File: config.mk
export PLATFORM = sky130hd
export DESIGN_NAME = stream_demux_1x2_flat
export DESIGN_NICKNAME = d
export VERILOG_FILES = /design/src/rtl/stream_demux_1x2_pkg.sv /design/src/rtl/stream_demux_1x2_if.sv /design/src/rtl/stream_demux_1x2_skid_buf.sv /design/src/rtl/stream_demux_1x2.sv /design/src/flat_wrapper.sv
export SDC_FILE = /design/constraint.sdc
export NUM_CORES = 1
export LEC_CHECK = 0
export CAP_MARGIN = 15
export CORE_ASPECT_RATIO = 1.1
export CORE_UTILIZATION = 40
export CTS_CLUSTER_SIZE = 28
export DETAILED_ROUTE_END_ITERATION = 10
export PLACE_DENSITY_LB_ADDON = 0.12
export SLEW_MARGIN = 20
export SYNTH_ARGS = -nofsm -noshare
export SYNTH_HDL_FRONTEND = slang
export SYNTH_SLANG_ARGS = --single-unit
export TNS_END_PERCENT = 50
File: constraint.sdc
create_clock -name clk -period 2.4 [get_ports clk]
set_input_delay 0.72 -clock clk [delete_from_list [all_inputs] [get_ports clk]]
set_output_delay 0.72 -clock clk [all_outputs]
set_load 0.05 [all_outputs]
File: src/rtl/stream_demux_1x2_pkg.sv
// stream_demux_pkg: shared types and constants for the packet-aware 1x2 stream router
package stream_demux_pkg;
  typedef enum logic [1:0] {IDLE, PKT0, PKT1} route_state_t;
  localparam int SKID_DEPTH = 2;
  localparam int DEFAULT_WIDTH = 8;
endpackage

File: src/rtl/stream_demux_1x2_if.sv
// stream_demux_1x2_if: valid/ready stream with packet delimiter
interface stream_demux_1x2_if
  import stream_demux_pkg::*;
#(
  parameter int WIDTH = DEFAULT_WIDTH
);
  logic valid;
  logic ready;
  logic last;
  logic [WIDTH-1:0] data;
  modport master (output valid, data, last, input ready);
  modport slave (input valid, data, last, output ready);
endinterface

File: src/rtl/stream_demux_1x2_skid_buf.sv
// stream_skid_buf: 2-entry FIFO with registered valid and upstream ready
module stream_skid_buf
  import stream_demux_pkg::*;
#(
  parameter int WIDTH = DEFAULT_WIDTH
) (
  input  logic             clk,
  input  logic             rst_n,
  input  logic             in_valid,
  output logic             in_ready,
  input  logic [WIDTH-1:0] in_data,
  output logic             out_valid,
  input  logic             out_ready,
  output logic [WIDTH-1:0] out_data
);
  logic [1:0] cnt, cnt_nxt;
  logic [WIDTH-1:0] ent1;
  logic push, pop;
  // occupancy after this edge drives both registered handshake flags
  always_comb begin
    push = in_valid & in_ready;
    pop = out_valid & out_ready;
    cnt_nxt = cnt + 2'(push) - 2'(pop);
  end
  // head lives in out_data, second entry in ent1; a full buffer never pushes
  always_ff @(posedge clk or negedge rst_n) begin
    if (!rst_n) begin
      cnt <= '0;
      out_valid <= 1'b0;
      in_ready <= 1'b1;
      out_data <= '0;
      ent1 <= '0;
    end else begin
      cnt <= cnt_nxt;
      out_valid <= cnt_nxt != 2'd0;
      in_ready <= cnt_nxt < 2'(SKID_DEPTH);
      if (pop && cnt == 2'd2)
        out_data <= ent1;
      else if (push && (cnt == 2'd0 || (pop && cnt == 2'd1)))
        out_data <= in_data;
      if (push && cnt == 2'd1 && !pop)
        ent1 <= in_data;
    end
  end
endmodule

File: src/rtl/stream_demux_1x2.sv
// stream_demux_1x2: steers whole packets to one of two skid-buffered outputs
module stream_demux_1x2
  import stream_demux_pkg::*;
#(
  parameter int WIDTH = DEFAULT_WIDTH
) (
  input logic                 clk,
  input logic                 rst_n,
  input logic                 in_sel,
  stream_demux_1x2_if.slave   in_bus,
  stream_demux_1x2_if.master  out0,
  stream_demux_1x2_if.master  out1
);
  route_state_t state;
  logic run, tgt, rdy0, rdy1, acc;
  logic [WIDTH:0] w0, w1;
  // destination is latched by the FSM after the first beat; in_sel only matters at a boundary
  always_comb begin
    tgt = state == PKT1 ? 1'b1 : state == PKT0 ? 1'b0 : in_sel;
    in_bus.ready = run & (tgt ? rdy1 : rdy0);
    acc = in_bus.valid & in_bus.ready;
    {out0.last, out0.data} = w0;
    {out1.last, out1.data} = w1;
  end
  // route FSM plus run flag that blocks acceptance in the reset-release cycle
  always_ff @(posedge clk or negedge rst_n) begin
    if (!rst_n) begin
      state <= IDLE;
      run <= 1'b0;
    end else begin
      run <= 1'b1;
      if (acc)
        state <= in_bus.last ? IDLE : tgt ? PKT1 : PKT0;
    end
  end
  stream_skid_buf #(.WIDTH(WIDTH + 1)) u_buf0 (
    .clk      (clk),
    .rst_n    (rst_n),
    .in_valid (in_bus.valid & run & ~tgt),
    .in_ready (rdy0),
    .in_data  ({in_bus.last, in_bus.data}),
    .out_valid(out0.valid),
    .out_ready(out0.ready),
    .out_data (w0)
  );
  stream_skid_buf #(.WIDTH(WIDTH + 1)) u_buf1 (
    .clk      (clk),
    .rst_n    (rst_n),
    .in_valid (in_bus.valid & run & tgt),
    .in_ready (rdy1),
    .in_data  ({in_bus.last, in_bus.data}),
    .out_valid(out1.valid),
    .out_ready(out1.ready),
    .out_data (w1)
  );
endmodule

File: src/flat_wrapper.sv
// flat-port wrapper written by rule: the top's interface ports become plain ports
module stream_demux_1x2_flat import stream_demux_pkg::*;
#(
  parameter int WIDTH = DEFAULT_WIDTH
)
  (clk, rst_n, in_sel, in_bus_valid, in_bus_data, in_bus_last, in_bus_ready, out0_valid, out0_data, out0_last, out0_ready, out1_valid, out1_data, out1_last, out1_ready);
  stream_demux_1x2_if #(.WIDTH(WIDTH)) in_bus_i ();
  stream_demux_1x2_if #(.WIDTH(WIDTH)) out0_i ();
  stream_demux_1x2_if #(.WIDTH(WIDTH)) out1_i ();
  input logic clk;
  input logic rst_n;
  input logic in_sel;
  input wire logic [$bits(in_bus_i.valid)-1:0] in_bus_valid;
  input wire logic [$bits(in_bus_i.data)-1:0] in_bus_data;
  input wire logic [$bits(in_bus_i.last)-1:0] in_bus_last;
  output wire logic [$bits(in_bus_i.ready)-1:0] in_bus_ready;
  output wire logic [$bits(out0_i.valid)-1:0] out0_valid;
  output wire logic [$bits(out0_i.data)-1:0] out0_data;
  output wire logic [$bits(out0_i.last)-1:0] out0_last;
  input wire logic [$bits(out0_i.ready)-1:0] out0_ready;
  output wire logic [$bits(out1_i.valid)-1:0] out1_valid;
  output wire logic [$bits(out1_i.data)-1:0] out1_data;
  output wire logic [$bits(out1_i.last)-1:0] out1_last;
  input wire logic [$bits(out1_i.ready)-1:0] out1_ready;
  assign in_bus_i.valid = in_bus_valid;
  assign in_bus_i.data = in_bus_data;
  assign in_bus_i.last = in_bus_last;
  assign in_bus_ready = in_bus_i.ready;
  assign out0_valid = out0_i.valid;
  assign out0_data = out0_i.data;
  assign out0_last = out0_i.last;
  assign out0_i.ready = out0_ready;
  assign out1_valid = out1_i.valid;
  assign out1_data = out1_i.data;
  assign out1_last = out1_i.last;
  assign out1_i.ready = out1_ready;
  stream_demux_1x2 #(.WIDTH(WIDTH)) u_core (.clk(clk), .rst_n(rst_n), .in_sel(in_sel), .in_bus(in_bus_i), .out0(out0_i), .out1(out1_i));
endmodule
# Yosys cells after proc, flatten, opt, wreduce, memory -nomap -nowiden
# Cells that the tools add are included.
# Widths: inputs -> output; s select.
[word_totals]
wordCells = 63
out_inout_bits = 21
regBits = 47
[classes]
n_addsub = 4
magnitude_cmp = 2
n_bitwise = 10
eq_ne = 6
n_mux = 9
n_reduce_logical = 20
[op_table]
columns = ["cell", "count"]
rows = [
  ["$mux 9", 4],
  ["$logic_and 1x1->1", 10],
  ["$and 1x1->1", 9],
  ["$reduce_bool 2->1", 4],
  ["$eq 2x1->1 const B", 3],
  ["$eq 2x2->1 const B", 3],
  ["$add 2x1->2", 2],
  ["$logic_not 2->1", 2],
  ["$lt 2x2->1 const B", 2],
  ["$mux 2", 2],
  ["$sub 2x1->2", 2],
  ["$mux 1", 3],
  ["$logic_not 1->1", 2],
  ["$logic_or 1x1->1", 2],
  ["$not 1->1", 1],
]

# Longest topological paths before layout
[depth]
word_depth = 9
ltp_mapped = 9
ltp_nobuf = 9

# Modules after synthesis
# Synthesis repeated with hierarchy kept, for this count alone.
[hier_totals]
cells_unflattened = 153
hier_area_um2 = 2187.1
[by_module_without_submodules]
columns = ["mod", "area_per_inst_um2", "n_inst", "cells_each", "seq_area_each_um2"]
rows = [
  ["stream_skid_buf", 992.2, 2, 65, 551.8],
  ["stream_demux_1x2", 202.7, 1, 23, 75.1],
]

# Worst setup path before layout
# Ideal clock, no wire load.
[synth_path]
path_kind = "input port to output port"
from = "in in_sel"
to = "out in_bus_ready"
path_slack_ns = -0.715
arrival_time_ns = 2.395
t_required_ns = 1.680
stages = 4
path_cell_list = "nor2_1 > or2_2 > nand2_1 > a21boi_0"
[synth_between]
elab_chain_cells = 4
[synth_lines]
columns = ["item", "line_no", "text"]
rows = [
  ["from (decl)", "flat_wrapper.sv:12", "input logic in_sel;"],
  ["$mux 1 (2 in series)", "stream_demux_1x2.sv:19", "tgt = state == PKT1 ? 1'b1 : state == PKT0 ? 1'b0 : in_sel;"],
  ["$mux 1", "stream_demux_1x2.sv:20", "in_bus.ready = run & (tgt ? rdy1 : rdy0);"],
  ["$and 1x1->1", "stream_demux_1x2.sv:20", ""],
  ["to (decl)", "flat_wrapper.sv:16", "output wire logic [$bits(in_bus_i.ready)-1:0] in_bus_ready;"],
]
# Every way passes these cells.

# Worst setup path in the final report
# Same ends and word-level chain as after synthesis.

==> results by group <==
Pwr
  – Pwr Density: 1448 nW/um^2
  – Peak VDD IR: roughly 0.00060 V
  – Leakage: around 0.0013 uW

Detailed routing
  – Initial DRC Count: around 110
  – Iteration count of the initial detailed-routing pass: 5
  – DR vias: 1657
  – Drt wl/cell: around 16 microns
  – Residual DRC count: 0
  – Via density: approximately 5.5
  – Routed wire length: just under 5000 microns
  – ANT nets after route: 0

Floorplanning
  – Die Ht: ~80 microns
  – Initial core utilization: 0.4207
  – Core Region: 5067 sq um
  – Die width: roughly 72 microns
  – Die area: 5626 sq um
  – Row cnt: 27
  – I/O pins: 36

Critical path
  – Worst path slowest cell: a21boi_2
  – Crit path largest cell delay: about 0.19 ns
  – Cell family with most CP delay: compound AO/OA/AOI/OAI gates
  – Crit path cell chain: clkbuf_2, a21boi_2, or2_4, nand2_2, a21boi_4, buf_12
  – Crit path DAT: about 1.6 ns
  – Setup CP Type: in -> out
  – Crit. End Element: primary output
  – Crit path buf inv count: 2
  – Crit path launch type: input pin
  – Crit path max fanout: 3
  – Data required, critical path: 1.68 ns

Hold path
  – Hold/Removal Path Class: in -> async

Global routing
  – Largest net degree at the start of global routing: 25
  – First-pass GRT wire length: 8121 microns
  – Initial antenna violation count: 0
  – Gr usage total: 0.1895
  – Grt ovf: 0
  – Vias in the first global route: 1736

Yosys
  – Yosys cell types: 32
  – Mapped cell area: around 2100 sq um
  – Post-Syn Nets: about 210
  – Mapped Cells: 195
  – Post-synth EDFFs: 0
  – Ranking of synthesized cells by area: dfrtp_1 (53%), mux2_2 (9.5%), a31oi_1 (5.3%), nand3_1 (4.9%), o21ai_0 (4.5%)
  – Leading area contributor after synthesis: dfrtp_1
  – Yosys warnings: 0
  – Post-synth top area share: 0.5282
  – Number of synthesized register bits: 47
  – Synth Flop Type: dfrtp_1
  – Asr flop ratio synth: 1.000
  – Syn avg cell area: 10.93 sq um
  – Post-synthesis sequential area ratio: 0.5528

Status
  – Status: finished clean

Layout
  – # diodes: 0
  – Area grow syn2layout: 30.46%
  – Most frequent cells in the layout: dfrtp_1 (45), clkdlybuf4s50_1 (32), nand3_1 (21)
  – Commonest non-fill, non-tap cell in the layout: dfrtp_1
  – Final instance area: between 2000 and 3000 sq um
  – Final nets: 264
  – Layout cells sized above 1: 0.2195
  – Fill cells: 429

Placed design
  – Number of port buffers: 35
  – Area after DPL: 2655 sq um
  – Post-DP HPWL: roughly 3500 microns
  – Gp weighted congestion: approximately 0.81

STA
  – FMAX: 440.4 MHz
  – Count of final setup violators: 0
  – Minimum clock period: about 2.3 ns
  – Final setup TNS: 0 ns
  – Clk_skew: between 0.008 and 0.009 ns
  – Fin. max-slew vios: 0
  – Final hold viol count: 0
  – Fin crit share: 0.9461
  – Unrepaired setup endpoints after global routing: no
  – Slew at the pin closest to its max-slew limit: 0.5838 ns
  – Max transition margin: 0.6108

Clocking
  – CTS tree: built
  – Reg clk slew, reported paths: roughly 0.090 ns
  – TritonCTS Buffers: 5
  – Worst-Skew Late Latency: 0.30 ns
  – Clock Sinks: 47
  – H-tree Lvls: 2
  – Hold-fix buffers, CTS: 0
  – Clock Path Buffers: 2
  – CTS root buffer: clkbuf_8

Run
  – MaxCap Viol Count: 0
-- where the power goes --
part	total, uW	switching (uW)	internal (uW)
clock	571	259	312
combinational	2050	1240	815
sequential	1410	237	1170
-- cells by family (layout without fill, tap and decap cells) --
group                      after synthesis  count (layout)  share of synthesized area
and+or+nand+nor                         60              60                     0.1467
DFF                                     47              47                     0.5528
AOI/OAI and AO/OA                       44              44                     0.1262
muxes                                   20              20                     0.1045
buffers and inverters                   15              66                    0.02817
adders and majority gates                4               4                    0.02348
xor gates and xnor gates                 4               4                    0.01643
other                                    1               1                   0.001759
-- final cells by class --
| class | instances | area (sq um) | share of cell area |
|---|---|---|---|
| multi-input combinational | 133 | 914.6 | 0.3288 |
| tap | 58 | 72.57 | 0.02609 |
| timing repair buffer | 51 | 483.0 | 0.1736 |
| sequential | 47 | 1179 | 0.4238 |
| clock inverter | 1 | 30.03 | 0.01080 |
| clock buffer | 7 | 76.32 | 0.02744 |
| inverter | 7 | 26.28 | 0.009447 |
-- state kept, by name, indices dropped and copies added (netlist names) --
signal                   cells
u_core.u_buf1.out_data       9
u_core.u_buf1.cnt            2
u_core.run                   1
u_core.u_buf1.in_ready       1
u_core.u_buf0.cnt            2
u_core.u_buf0.in_ready       1
u_core.u_buf1.out_valid      1
u_core.u_buf1.ent1           9
u_core.u_buf0.ent1           9
u_core.u_buf0.out_data       9
u_core.state                 2
u_core.u_buf0.out_valid      1
-- worst register-to-register path: stages (launching register included) --
cell      delay, ns
dfrtp_1        0.45
a21boi_2       0.21
or2_4          0.15
buf_4          0.10
nand3_1        0.07
ha_1           0.27
inv_1          0.04
ha_1           0.17
xor2_1         0.15
xnor2_1        0.23
nand2b_1       0.08
-- repair_timing --
item,in CTS,in global routing
pin swaps,3,4
gates resized for setup,6,1
endpoints found under the setup margin,1,1
setup buffers,1,1
-- final timing paths --
check                                            from                         to  slack (ns)  cells after the start
worst max-delay path                           in_sel               in_bus_ready        0.13                      6
min in group clk                u_core.u_buf0.ent1[0]      u_core.u_buf0.ent1[0]        0.52                      1
worst max register to register        u_core.state[1]    u_core.u_buf0.out_valid        0.38                     10
worst min register to register  u_core.u_buf0.ent1[0]      u_core.u_buf0.ent1[0]        0.52                      1
worst min-delay path                            rst_n      u_core.u_buf0.ent1[3]        0.41                      1
max in group asynchronous                       rst_n  u_core.u_buf1.out_data[8]        1.45                      2
-- synth_stat cells (all sizes together), types with 2 or more instances --
master / instances
nand2: 8
clkbuf: 6
inv: 7
a21boi: 2
nor2: 20
ha: 4
xnor2: 2
nand2b: 2
dfrtp: 45
xor2: 2
and2: 3
nand3: 21
dfstp: 2
a31oi: 18
buf: 2
o2bb2ai: 2
o21ai: 20
mux2: 18
mux2i: 2
-- through the flow --
stage / power, uW / hold WS, ns / instances / utilization / setup WS, ns
floorplan: 2715 / 0.4244 / 195 / - / 0.03538
global route: 4279 / 0.4485 / 304 / 0.5489 / 0.0002316
finish: 4029 / 0.4054 / 304 / 0.5489 / 0.1295
detailed placement: 3440 / 0.4993 / 294 / 0.5240 / -0.3106
CTS: 4045 / 0.4248 / 303 / 0.5484 / 0.03334
global placement: 3370 / 0.4884 / 294 / 0.5240 / -0.2504
-- routing by layer --
layer	routed length, microns	global-route usage
met5	0	0
met4	77	0.07451
met3	220	0.05135
met2	2532	0.3283
met1	2064	0.2211
Power figures use the tool's default switching activity.
